==> src/rtl/i2s_transmitter.sv <==
// i2s_transmitter: I2S master transmitter with a one-entry stereo frame buffer.
// Define I2S_TX_HOLD_LAST_EN to repeat the previous frame on underrun instead of sending zeros.
module i2s_transmitter #(
  parameter int DATA_SIZE = 16,
  parameter int SLOT_BITS = 32,
  parameter int CLK_DIV   = 8
) (
  input  logic                 clk,
  input  logic                 rst_n,
  input  logic                 enable,
  input  logic                 sample_valid,
  output logic                 sample_ready,
  input  logic [DATA_SIZE-1:0] sample_left,
  input  logic [DATA_SIZE-1:0] sample_right,
  output logic                 i2s_clk,
  output logic                 i2s_ws,
  output logic                 i2s_sd,
  output logic                 frame_start,
  output logic                 underrun,
  output logic [15:0]          underrun_count
);
  localparam int FW = 2 * SLOT_BITS;
  localparam int BW = $clog2(FW);
  localparam int DW = CLK_DIV > 1 ? $clog2(CLK_DIV) : 1;
  logic [DW-1:0] div_cnt;
  logic [BW-1:0] b;
  logic [BW:0] nb;
  logic running, buf_full, tc, count_en, fall_tick, last_bit, wrap, ws_n;
  logic [DATA_SIZE-1:0] buf_l, buf_r, src_l, src_r;
  logic [FW-1:0] sh, ld;
  assign count_en = running | enable;
  assign tc = div_cnt == DW'(CLK_DIV - 1);
  assign fall_tick = count_en & tc & i2s_clk;
  assign last_bit = b == BW'(FW - 1);
  assign wrap = fall_tick & last_bit & enable;
  assign sample_ready = ~buf_full;
  assign nb = (BW+1)'(b) + 1'b1;
  // WS switches one bit ahead of each slot's MSB
  assign ws_n = nb >= (BW+1)'(SLOT_BITS - 1) && nb <= (BW+1)'(FW - 2);
`ifdef I2S_TX_HOLD_LAST_EN
  logic [DATA_SIZE-1:0] last_l, last_r;
  always_ff @(posedge clk or negedge rst_n)
    if (!rst_n) begin
      last_l <= '0;
      last_r <= '0;
    end else if (wrap && buf_full) begin
      last_l <= buf_l;
      last_r <= buf_r;
    end
  assign src_l = buf_full ? buf_l : last_l;
  assign src_r = buf_full ? buf_r : last_r;
`else
  assign src_l = buf_full ? buf_l : '0;
  assign src_r = buf_full ? buf_r : '0;
`endif
  always_comb begin
    ld = '0;
    ld[FW-1 -: DATA_SIZE] = src_l;
    ld[SLOT_BITS-1 -: DATA_SIZE] = src_r;
  end
  always_ff @(posedge clk or negedge rst_n)
    if (!rst_n) begin
      div_cnt        <= '0;
      i2s_clk        <= 1'b0;
      b              <= BW'(FW - 1);
      running        <= 1'b0;
      i2s_ws         <= 1'b0;
      i2s_sd         <= 1'b0;
      sh             <= '0;
      frame_start    <= 1'b0;
      underrun       <= 1'b0;
      underrun_count <= '0;
      buf_full       <= 1'b0;
      buf_l          <= '0;
      buf_r          <= '0;
    end else begin
      frame_start <= wrap;
      underrun    <= wrap & ~buf_full;
      if (!count_en) begin
        div_cnt <= '0;
        i2s_clk <= 1'b0;
      end else begin
        div_cnt <= tc ? '0 : div_cnt + 1'b1;
        if (tc) i2s_clk <= ~i2s_clk;
      end
      if (fall_tick && last_bit) begin
        running <= enable;
        i2s_ws  <= 1'b0;
        i2s_sd  <= enable & ld[FW-1];
        if (enable) begin
          b  <= '0;
          sh <= ld << 1;
        end
      end else if (fall_tick) begin
        b      <= b + 1'b1;
        i2s_ws <= ws_n;
        i2s_sd <= sh[FW-1];
        sh     <= sh << 1;
      end
      if (wrap && buf_full) begin
        buf_full <= 1'b0;
      end else if (sample_valid && !buf_full) begin
        buf_full <= 1'b1;
        buf_l    <= sample_left;
        buf_r    <= sample_right;
      end
      if (wrap && !buf_full && underrun_count != 16'hFFFF)
        underrun_count <= underrun_count + 16'd1;
    end
endmodule

==> config.mk <==
export PLATFORM = sky130hd
export DESIGN_NAME = i2s_transmitter
export DESIGN_NICKNAME = d
export VERILOG_FILES = /design/src/rtl/i2s_transmitter.sv
export SDC_FILE = /design/constraint.sdc
export NUM_CORES = 1
export LEC_CHECK = 0
export BUFFER_PORTS_ARGS = -buffer_cell sky130_fd_sc_hd__buf_2
export CAP_MARGIN = 0
export CORE_MARGIN = 4
export CORE_UTILIZATION = 45
export DETAILED_ROUTE_END_ITERATION = 8
export MAX_ROUTING_LAYER = met4
export PLACE_DENSITY_LB_ADDON = 0.05
export REMOVE_ABC_BUFFERS = 1
export SLEW_MARGIN = 0
export SYNTH_ARGS = -nofsm -noshare
export SYNTH_HDL_FRONTEND = slang
export SYNTH_SLANG_ARGS = --single-unit
==> constraint.sdc <==
create_clock -name clk -period 5.9 [get_ports clk]
set_input_delay 0.885 -clock clk [delete_from_list [all_inputs] [get_ports clk]]
set_output_delay 0.885 -clock clk [all_outputs]
set_load 0.02 [all_outputs]
# Yosys cells after proc, flatten, opt, wreduce, memory -nomap -nowiden
# Index checks and enable logic that the tools add are counted.
# word_totals
ff_bits	128
input_bits	36
output_inout_bits	22
elab_cells	63
# classes
addsub	4
magnitude_cmp	2
n_eq_ne	5
mux	18
n_bitwise	10
n_reduce_logical	11
# ops
cell	n
64-bit two-way mux	3
16-bit two-way mux	2
6-bit two-way mux	3
16-bit by 1-bit adder with 16-bit output (second input constant)	1
16-bit != test (second input constant)	1
1-bit two-way mux	8
6-bit by 1-bit adder with 7-bit output (second input constant)	1
7-bit by 5-bit >= comparator with 1-bit output (second input constant)	1
7-bit by 6-bit <= comparator with 1-bit output (second input constant)	1
6-bit by 1-bit adder with 6-bit output (second input constant)	1
1-bit AND	6
6-bit equality test (second input constant)	1
1-bit logical AND	6
3-bit two-way mux	2
2-bit != test (second input constant)	2
2-bit AND reduction	2
2-bit nonzero test	2
3-bit by 1-bit adder with 3-bit output (second input constant)	1
3-bit equality test (second input constant)	1
1-bit inverter	3
1-bit logical NOT	1
1-bit bitwise OR	1

# Depth between registers and ports, before layout
# logic_depth
depth_word	8
mapped_depth	9
depth_no_buf	8

# Worst setup path after synthesis
# OpenSTA, ideal clock, no wires.
# synth_timing
path_type	input -> register
startpoint	input enable
endpoint	register buf_full
setup_time_ns	0.118
t_arrival_ns	2.077
required_ns	5.782
slack_ns	3.705
stages	7
n_path_buf	3
cell_sequence	buf_4 -> o211ai_2 -> nor3_4 -> buf_4 -> buf_4 -> nand2_1 -> a21o_1
# synth_via
elab_chain_len	7
elab_cells_between_ends	8
classes_between	mux (1); bitwise (5); reduce/logical (2)
# synth_rtl
item	line_no	source
from (decl)	10	input logic enable,
1-bit bitwise OR	31	assign count_en = running | enable;
1-bit AND (2 in a row)	33	assign fall_tick = count_en & tc & i2s_clk;
1-bit AND	35	assign wrap = fall_tick & last_bit & enable;
1-bit AND *	35	
1-bit logical AND *	100	if (wrap && buf_full) begin
1-bit two-way mux or 2-bit nonzero test (tied branches)	n/a	
to (signal assigned)	73	buf_full <= 1'b0;
to (signal assigned)	101	buf_full <= 1'b0;
to (signal assigned)	103	buf_full <= 1'b1;
to (decl)	28	logic running, buf_full, tc, count_en, fall_tick, last_bit, wrap, ws_n;
# Every way passes the cells marked *; elsewhere a longest branch is shown, timed or not.
# A chain may end at the register's enable or synchronous reset.

# Worst setup path in the final report
# layout_timing
startpoint	register b[0]
endpoint	register b[2]
# layout_via
elab_chain_len	4
elab_cells_between_ends	8
classes_between	add/sub (1); eq/ne (2); mux (2); reduce/logical (3)
# layout_rtl
item	line_no	source
from (decl)	26	logic [BW-1:0] b;
from (signal assigned)	65	b <= BW'(FW - 1);
from (signal assigned)	95	b <= b + 1'b1;
parallel branches: the longest is 4 deep, another holds 6-bit by 1-bit adder with 6-bit output	n/a	
# Parallel ways; which one is timed is not known. The select of a mux whose other input is x is not followed.

==> flow_summary.toml <==
[sta]
worstMarginPinSlew_ns = 0.931
grt_setup_unrepaired = "false"
fmaxAchievable_mhz = 329
slew_viol_final = 0
finalSetupTns_ns = 0
post-route-period-util_pct = 51.5
min_period_ns = 3.04
finalHoldViolations = 0
fin_worst_skew_ns = 0.0168
setup_violations = 0
maxSlewHeadroom_pct = 37.7

[worst_setup_path]
path_max_fanout = 44
crit_slowest_cell = "o21ai_4"
start_kind = "flip-flop"
path_depth = 7
rr_worst_depth = 7
crit_required_ns = 6.20
critPathArrivalTime_ns = 3.33
cp_num_buf_inv = 2
critPathTopFamily = "compound AO/OA/AOI/OAI gates"
r2r-end = "b[2]"
cpPeakStageDelay_ns = 0.74
r2r_setup_slack_ns = 2.86
crit_path_end_kind = "flip-flop"
rr_startpoint = "b[0]"
critPathKind = "reg -> reg"
path_cells = "ha_1, and3_1, nand2_1, o21ai_4, buf_4, inv_1, a31oi_1"

[routing]
ant_nets = 0
drtIter0Drc = 177
first_pass_iters = 4
vias = 3272
totalWireLength_mm = 9.02
drc = 0
wl_per_cell_um = 14.4
routed_via_density = 5.23

[yosys]
synth_common_cells = "dfrtp_1, nand2_1, mux2_2, nor2b_1, o21ai_0"
yosys.area.top_type_share_pct = 53.1
synth_edf_count = 0
synthesis.area_mm2 = 0.00495
yosysMostFrequentCell = "dfrtp_1"
synthFlopType = "dfrtp_1"
yosysTopAreaCell = "dfrtp_1"
syn_inst = 439
synthArstFlopShare_pct = 100
yosysSeqAreaShare_pct = 56.3
ys_ff_latch = 111
yosysWarnings = 0
yosysUniqueCellTypes = 47
synth_area_leaders = "dfrtp_1, mux2_2, nor2b_1, nand2_1, a31oi_1"
avgSynthCellArea_um2 = 11.3

[clock_tree]
clock_path_buffers = 2
clkLatencyLatePin_ns = 0.37
cts_resized = 0
cts_buffers = 9
cts_hold_buffers = 0
clk_pin_slew_ns = 0.10
htreeDepth = 3
cts_sinks = 111
cts_setup_buffers = 0
clockRootBuffer = "clkbuf_8"
cts_tree = "done"

[grt]
grt_pass1_vias = 3237
grt_pass1_wl_mm = 15.8
grt_max_degree = 65
grt_use_total_pct = 15.5
antenna_found_initial = 0
gr-total-overflow = 0

[cells_and_area]
finalInstanceArea_mm2 = 0.00547
syn_to_final_growth_pct = 10.6
antenna_cells = 0
drive_above_1_share_pct = 26.1
fin_nets = 524

[die]
core_area_mm2 = 0.0108
die_h_um = 113
start_util_pct = 45.8
io_pins = 58
dieArea_mm2 = 0.0127
die_x_um = 113
fp-row-count = 38

[worst_hold_path]
hp-start = "div_cnt[0]"
hold_depth = 1
holdCritPathClass = "reg -> reg"
hold_end = "div_cnt[0]"

[run]
cap_violations = 0

[place]
dpl.hpwl_mm = 5.89
place_area_mm2 = 0.00530
gp_congestion = 0.783
numPortBuffers = 57

[power_and_ir_drop]
cellLeakagePower_nw = 2.55
powerDensity_mw_per_mm2 = 316
total_power_mw = 1.73
ir_worst_vdd_v = 0.000201

[status]
status = "finished, final reports clean"
## logic make-up (layout without fill, tap and decap cells)
kind of cell               Yosys count  after routing  share of synthesized area, %
AOI/OAI and AO/OA                  106            106                          14.0
xor gates and xnor gates            15             15                          2.66
adders and majority gates            6              6                          1.52
buffers and inverters               42             89                          4.20
DFF                                111            111                          56.3
muxes                               33             33                          7.51
and+or+nand+nor                    126            126                          13.9
## state kept, by name (all words and copies together), names as in the netlist, 3 cells and up
name	flops
sh	47
underrun_count	16
b	6
div_cnt	3
buf_l	16
buf_r	16
## report_power, final
part | internal [mW] | switching [mW] | leakage (nW)
Sequential | 0.895 | 0.0948 | 1.42
Clock | 0.174 | 0.244 | 0.0922
Combinational | 0.147 | 0.176 | 1.03
Total | 1.22 | 0.515 | 2.55
## worst max path at each step
stage,startpoint,endpoint
6_report,b[0],b[2]
5_1_grt,b[0],b[2]
4_1_cts,b[0],b[1]
3_5_place_dp,b[0],b[1]
3_3_place_gp,b[0],b[2]
2_1_floorplan,b[0],b[2]
## worst reg2reg max path, delay by kind of cell, from the launching register on
kind	cells	cell delay [ns]
flip-flops	1	0.60
buffers and inverters	2	0.62
AND/OR/NAND/NOR	2	0.50
adder cells (fa/ha/maj)	1	0.32
AO/OA/AOI/OAI	2	0.92
## cell type report
class | instances | area (µm²)
flip-flops and latches | 111 | 2790
fillers | 1002 | 5320
inverters | 13 | 48.8
repair buffers | 61 | 318
well taps | 140 | 175
clock buffers | 12 | 155
multi-input cells | 286 | 1970
clock inverters | 3 | 18.8
## metrics by stage
step,std cells,setup WS (ns),util (%),hold WS (ns)
after floorplan,410,2.72,-,0.415
after global placement,611,2.95,49.1,0.431
after detailed placement,611,2.86,49.1,0.429
after CTS,626,2.83,50.7,0.444
after global routing,626,2.54,50.7,0.474
final,626,2.86,50.7,0.442
## routing by layer
| metal | vias to the layer above | track usage [%] | share of wire, % |
|---|---|---|---|
| met5 | - | - | 0 |
| met4 | 0 | 4.09 | 1.3 |
| met3 | 9 | 3.37 | 3.5 |
| met2 | 55 | 22.8 | 46 |
| met1 | 1576 | 21.9 | 50 |
| li1 | 1632 | - | - |
## cells in the final DEF (no fill, tap or decap), types with 4 or more instances in the layout
cell type	n
nor3_1	6
xnor2_1	11
and3_1	4
mux2_2	33
a31oi_1	31
buf_4	5
buf_2	56
xor2_1	4
a22o_1	16
nor2_1	7
nor2b_1	32
inv_1	13
dfstp_2	6
clkbuf_8	11
a21oi_1	5
o21ai_0	33
dfrtp_1	105
nand2_1	52
nand3_1	8
nand4_1	4
o21ai_1	7
ha_1	6
(Power assumes the default switching activity.)
